### config.mk
export PLATFORM = sky130hd
export DESIGN_NAME = grf_dump
export DESIGN_NICKNAME = d
export VERILOG_FILES = /design/src/rtl/grf_dump.sv
export SDC_FILE = /design/constraint.sdc
export NUM_CORES = 2
export LEC_CHECK = 0
export BUFFER_PORTS_ARGS = -buffer_cell sky130_fd_sc_hd__buf_2
export CAP_MARGIN = 10
export CORE_ASPECT_RATIO = 0.6
export CORE_MARGIN = 3
export CORE_UTILIZATION = 60
export DETAILED_ROUTE_END_ITERATION = 7
export PLACE_DENSITY = 0.83
export SYNTH_ARGS = -nofsm -noshare
export SYNTH_HDL_FRONTEND = slang
export SYNTH_SLANG_ARGS = --single-unit
### constraint.sdc
create_clock -name clk -period 4.5 [get_ports clk]
set_clock_uncertainty 0.05 [all_clocks]
set_input_delay 0 -clock clk [delete_from_list [all_inputs] [get_ports clk]]
set_output_delay 0 -clock clk [all_outputs]
set_load 0.02 [all_outputs]
### src/rtl/grf_dump.sv
// 32 x 32-bit MIPS general register file: two combinational read ports, one
// synchronous write port, plus a debug engine that streams every register out.
module grf_dump #(
    parameter int unsigned DW     = 32,
    parameter int unsigned AW     = 5,
    parameter bit          BYPASS = 1'b1
) (
    input  logic          clk,
    input  logic          reset,
    input  logic          we,
    input  logic [AW-1:0] a1,
    input  logic [AW-1:0] a2,
    input  logic [AW-1:0] a3,
    input  logic [DW-1:0] wd,
    output logic [DW-1:0] rd1,
    output logic [DW-1:0] rd2,
    input  logic          dump_req,
    output logic          dump_busy,
    output logic          dump_valid,
    output logic [AW-1:0] dump_idx,
    output logic [DW-1:0] dump_data,
    output logic          dump_done
);

    localparam int unsigned N = 2 ** AW;

    typedef enum logic [1:0] {
        ST_IDLE = 2'd0,
        ST_SCAN = 2'd1,
        ST_DONE = 2'd2
    } state_t;

    logic [DW-1:0] r_regs [N];
    state_t        r_state;
    logic [AW-1:0] r_cnt;
    logic          r_valid;
    logic          r_busy;
    logic          r_done;

    logic          w_byp1;
    logic          w_byp2;

    // Storage; entry 0 is never written, so it stays at its reset value of 0.
    always_ff @(posedge clk or negedge reset) begin
        if (!reset) begin
            r_regs <= '{default: '0};
        end else if (we && (a3 != '0)) begin
            r_regs[a3] <= wd;
        end
    end

    // Forwarding of the in-flight write to a matching read port.
    assign w_byp1 = BYPASS && we && (a3 == a1);
    assign w_byp2 = BYPASS && we && (a3 == a2);

    assign rd1 = (a1 == '0) ? '0 : (w_byp1 ? wd : r_regs[a1]);
    assign rd2 = (a2 == '0) ? '0 : (w_byp2 ? wd : r_regs[a2]);

    // Dump sequencer: status flags are registered alongside the state.
    always_ff @(posedge clk or negedge reset) begin
        if (!reset) begin
            r_state <= ST_IDLE;
            r_cnt   <= '0;
            r_valid <= 1'b0;
            r_busy  <= 1'b0;
            r_done  <= 1'b0;
        end else begin
            case (r_state)
                ST_IDLE: begin
                    r_done <= 1'b0;
                    if (dump_req) begin
                        r_state <= ST_SCAN;
                        r_cnt   <= '0;
                        r_valid <= 1'b1;
                        r_busy  <= 1'b1;
                    end
                end
                ST_SCAN: begin
                    if (r_cnt == AW'(N - 1)) begin
                        r_state <= ST_DONE;
                        r_cnt   <= '0;
                        r_valid <= 1'b0;
                        r_done  <= 1'b1;
                    end else begin
                        r_cnt <= r_cnt + AW'(1);
                    end
                end
                ST_DONE: begin
                    r_state <= ST_IDLE;
                    r_done  <= 1'b0;
                    r_busy  <= 1'b0;
                end
                default: begin
                    r_state <= ST_IDLE;
                    r_cnt   <= '0;
                    r_valid <= 1'b0;
                    r_busy  <= 1'b0;
                    r_done  <= 1'b0;
                end
            endcase
        end
    end

    // Dump data shows pre-edge contents; a same-cycle write appears only later.
    assign dump_busy  = r_busy;
    assign dump_valid = r_valid;
    assign dump_done  = r_done;
    assign dump_idx   = r_valid ? r_cnt : '0;
    assign dump_data  = r_valid ? r_regs[r_cnt] : '0;

endmodule

* Word level (Yosys, flattened, before mapping)
Cells that the tools add are included.
** Operators by class
- $add $sub $neg :: 1
- Multipliers :: 0
- Div/mod/pow operators :: 0
- $lt $le $gt $ge :: 5
- Equality and inequality tests :: 7
- Shift-type cells :: 0
- Muxes and demuxes :: 30
- Bitwise gates (word level) :: 6
- Reduce and logical (&&, ||, !) cells :: 12
** Operator list (number)
- $bwmux W1024 :: 1
- $bmux W32 S5 :: 3
- $mux W32 :: 12
- $demux W32 S5 :: 1
- $ge A6 B6 Y1 const B :: 4
- $not A5 Y6 :: 4
- $mux W5 :: 3
- $pmux W5 S3 :: 1
- $eq A5 B5 Y1 :: 2
- $logic_not A5 Y1 :: 2
- $lt A6 B1 Y1 const B :: 1
- $reduce_and A2 Y1 :: 3
- $add A5 B1 Y5 const B :: 1
- $eq A5 B5 Y1 const B :: 1
- $reduce_bool A5 Y1 :: 1
- $logic_and A1 B1 Y1 :: 4
- $mux W1 :: 4
- $mux W2 :: 2
- $ne A2 B2 Y1 const B :: 2
- $pmux W2 S2 :: 1
- $pmux W1 S3 :: 1
- $reduce_and A3 Y1 :: 1
- $eq A2 B1 Y1 const B :: 1
- $eq A2 B2 Y1 const B :: 1
- 3 further kinds :: 4
** Word-level totals
- Register bits after elaboration :: 1034
- Bits in latches :: 0
- RAM bits :: 0
- Bits in read-only memories :: 0
- Input bits :: 51
- Output and inout port bits :: 104
- Memories kept :: 0

* Logic depth before layout (Yosys ltp)
- Depth after elaboration :: 6
- Gate-level depth with buffers :: 10

* Least setup slack after synthesis
No wires, ideal clock.
- Kind :: reg-to-output
- Start point :: register r_cnt[1]
- End point :: output port dump_data[10]
- Arrival time :: 2.252 ns
- Path slack :: 2.198 ns
- Cell stages (with the launch flop) :: 7
- Path buffers :: 3
- Cell sequence :: dfrtp_1 clkbuf_1 clkbuf_1 clkbuf_1 mux4_2 mux4_2 a22o_1
** Between the ends
- Longest elaborated chain between the ends :: 5
** Ends and longest elaborated chain
- from (decl) :: RTL line 35 : logic [AW-1:0] r_cnt;
- from (signal assigned) :: RTL line 85 : r_cnt <= r_cnt + AW'(1);
- $not A5 Y6 (not written as such) :: RTL line 109 : assign dump_data = r_valid ? r_regs[r_cnt] : '0;
- $bmux W32 S5 :: RTL line 109
- $mux W32 (not written as such) (2 in series) :: RTL line 109
- $mux W32 :: RTL line 109
- to (decl) :: RTL line 21 : output logic [DW-1:0] dump_data,
Every way passes these cells. The select of a mux whose other input is x is not followed.

* Worst setup path after layout
- Start point :: register r_regs[605] (netlist name)
- End point :: output port rd2[29]
** Between the ends
- Longest elaborated chain between the ends :: 5
** Ends and longest elaborated chain
- from (decl) :: RTL line 33 : logic [DW-1:0] r_regs [N];
- from (signal, indexed assignment) :: RTL line 48 : r_regs[a3] <= wd;
- $bmux W32 S5 :: RTL line 57 : assign rd2 = (a2 == '0) ? '0 : (w_byp2 ? wd : r_regs[a2]);
- $mux W32 (not written as such) (2 in series) :: RTL line 57
- $mux W32 (2 in series) :: RTL line 57
- to (decl) :: RTL line 16 : output logic [DW-1:0] rd2,
Every way passes these cells. The select of a mux whose other input is x is not followed.

==> results.cfg <==
[timing]
setup_ws_ns = 0.853
worst_pin_slew_ns = 1.25
post-route-min-period_ns = 3.65
slew_viol_final = 0
final_hold_viol_count = 0
rsz0062_at_grt = no
min_period_over_period = 0.811
setup_tns_ns = 0
setup_viol = 0
whs_ns = 0.0338
relSlewSlack = 0.165
fmaxAchievable_mhz = 274

[cts]
cts_setup_buffers = 0
clk_latency_ns = 0.72
cts_tree = built
clk_pin_slew_worst_paths_ns = 0.08
clockBufferDepth = 3
h-tree-depth = 3
cts_hold_buffers = 35
cts.sinks = 1034
cts-resized-gates = 0
cts_buffers = 97
cts-root-buf = clkbuf_16

[finish]
layout-drive-gt1-share = 0.550
fin_util = 0.665
final_common_cell = dfrtp_1
syn_to_final_growth_pct = 9.19
nets = 4119
layout_common_cells = dfrtp_1, mux2_2, mux4_2, mux2i_1, buf_2
final_area_um2 = 68600

[yosys]
synth_edf_count = 0
ys_warn_count = 0
netlist_area_um2 = 62800
synth_area_leaders = dfrtp_1, mux4_2, mux2_2
ys_types = 51
synthCells = 4163
syn_nets = 4216
synth.top_cell.area_share = 0.412
synth_ff_type = dfrtp_1
ys_seq_area_frac = 0.412
syn_avg_cell_area_um2 = 15.1
async_flop_share = 1.00
ys_ff_latch = 1034
yosys.area.top_type = dfrtp_1

[global_routing]
overflow = 0
grt_max_degree = 150
antenna_found_initial = 11
grtUsageTotal = 0.392
grt_pass1_vias = 44600
grt_pass1_wl_um = 312000

[place]
dpl.hpwl_um = 123000
io_buffers = 154
place_congestion = 0.914
detailed_place.area_um2 = 64700
place_ws_ns = 1.22

[floorplanning]
die_w_um = 424
io_pins = 155
rows = 91
initial_core_util = 0.609
die_h_um = 257
core_region_area_um2 = 103000
die_area_um2 = 109000

[power]
intPower_mw = 23.2
combPwrFrac = 0.359
power_frac_seq = 0.379
power.leakage_nw = 28.9
netSwitchingFraction = 0.338
p_per_area_nw_per_um2 = 511
p_sw_mw = 11.9
p_clk_frac = 0.262
peakVddDrop_mv = 0.411

[setup_path]
timing.rr.end = r_cnt[0]
cp_max_fo = 4
rrSetupSlack_ns = 1.95
startpoint_type = register
startpoint = r_regs[605]
slowest_stage = a2111oi_0
path_common_cell = a22o_1
rr_startpoint = r_cnt[1]
worstPathRequired_ns = 4.45
critical_path_buf_inv_count = 1
critPathCaptureType = primary output
max_stage_delay_ns = 1.01
worstSetupPathType = reg2out
cp.arrival_ns = 3.60
path_delay_family = compound AO/OA/AOI/OAI gates
cp_cell_sequence = mux4_2 > a22o_1 > a2111oi_0 > a21oi_1 > a22o_1 > buf_2
path_depth = 6
reg2reg_depth = 6
setup.worst_path.end = rd2[29]

[flow_run]
drv_cap = 0

[status]
status = completed

[drt]
drt-pass1-iter-count = 8
drc = 0
drt-vias-per-instance = 8.12
wl_per_cell_um = 38.4
drt_wl_total_um = 213000
num_vias = 45100
drt_iter0_drc = 7373
postRouteAntennaNets = 0

[worst_hold_path]
hold_path.class = in2async
[state kept, by name, summed over array words and instances, names as in the netlist]
register    cells
dump_busy       1
dump_done       1
r_state         2
dump_valid      1
r_cnt           5
r_regs       1024
[per-stage QoR]
| step | instances | power (mW) |
|---|---|---|
| after floorplan | 4163 | 21.9 |
| after global placement | 5327 | 25.2 |
| after detailed placement | 5327 | 25.5 |
| after CTS | 5540 | 34.7 |
| after global routing | 5543 | 36.1 |
| final | 5549 | 35.1 |
[worst min path at each step]
stage	start	endpoint	slack, ns
5_1_grt	reset	r_regs[723]	0.05
4_1_cts	reset	r_regs[723]	0.003
3_3_place_gp	reset	r_regs[989]	0.09
2_1_floorplan	reset	dump_busy	-0.35
6_report	reset	r_regs[723]	0.03
3_5_place_dp	reset	r_regs[989]	0.1
[layer usage]
metal / vias up / routed length [um] / track usage
met3: 922 / 36400 / 0.196
met1: 23300 / 74500 / 0.524
met2: 4224 / 88600 / 0.531
met5: - / 303 / 0
met4: 6 / 13100 / 0.196
li1: 16600 / - / -
[worst min-delay path, delay by kind of cell]
family / cells / cell delay [ns]
buffers and inverters: 3 / 1.14
[power by group through the flow]
| stage | clock network (mW) | registers (mW) | logic, mW |
|---|---|---|---|
| 2_1_floorplan | 0 | 12.3 | 9.56 |
| 3_3_place_gp | 0 | 13.1 | 12.1 |
| 3_5_place_dp | 0 | 13.3 | 12.3 |
| 4_1_cts | 9.19 | 13.1 | 12.4 |
| 5_1_grt | 9.56 | 13.5 | 13.1 |
| 6_report | 9.19 | 13.3 | 12.6 |
[cell type report]
class                           instances  area, um^2
Tap cell                             1395        1750
Fill cell                            6948       34600
Sequential cell                      1034       25900
Multi-Input combinational cell       2610       34900
Inverter                                3        11.3
Timing Repair Buffer                  320        2590
Clock buffer                          134        2890
Antenna cell                            9        22.5
Clock inverter                         44         596
[cell usage after synthesis (8+ instances only)]
| library cell | instances |
|---|---|
| a2111oi_2 | 10 |
| mux2_2 | 1022 |
| and2_1 | 8 |
| mux4_2 | 731 |
| a22oi_1 | 102 |
| dfrtp_1 | 1034 |
| nand2_1 | 41 |
| buf_6 | 27 |
| buf_4 | 27 |
| a221o_1 | 15 |
| o2111ai_1 | 12 |
| clkbuf_1 | 291 |
| nor2b_1 | 23 |
| a31oi_1 | 12 |
| o22a_1 | 13 |
| mux2i_1 | 181 |
| o22ai_1 | 45 |
| o21ai_0 | 14 |
| o221ai_1 | 42 |
| buf_1 | 66 |
| a21oi_1 | 92 |
| buf_2 | 104 |
| nor2_1 | 33 |
| a22o_1 | 98 |
| a211oi_1 | 17 |
| a2111oi_0 | 22 |
[cell families (layout without fill, tap and decap cells)]
family,Yosys count,after routing,share of synthesized area
compound gates,510,510,0.0616
xor+xnor,12,12,0.00167
fa+ha+maj,2,2,0.000398
buf+inv,519,501,0.0381
flops,1034,1034,0.412
mux,1934,1934,0.474
other cells,0,9,0
simple gates,152,152,0.0127
Power figures use the tool's default switching activity.
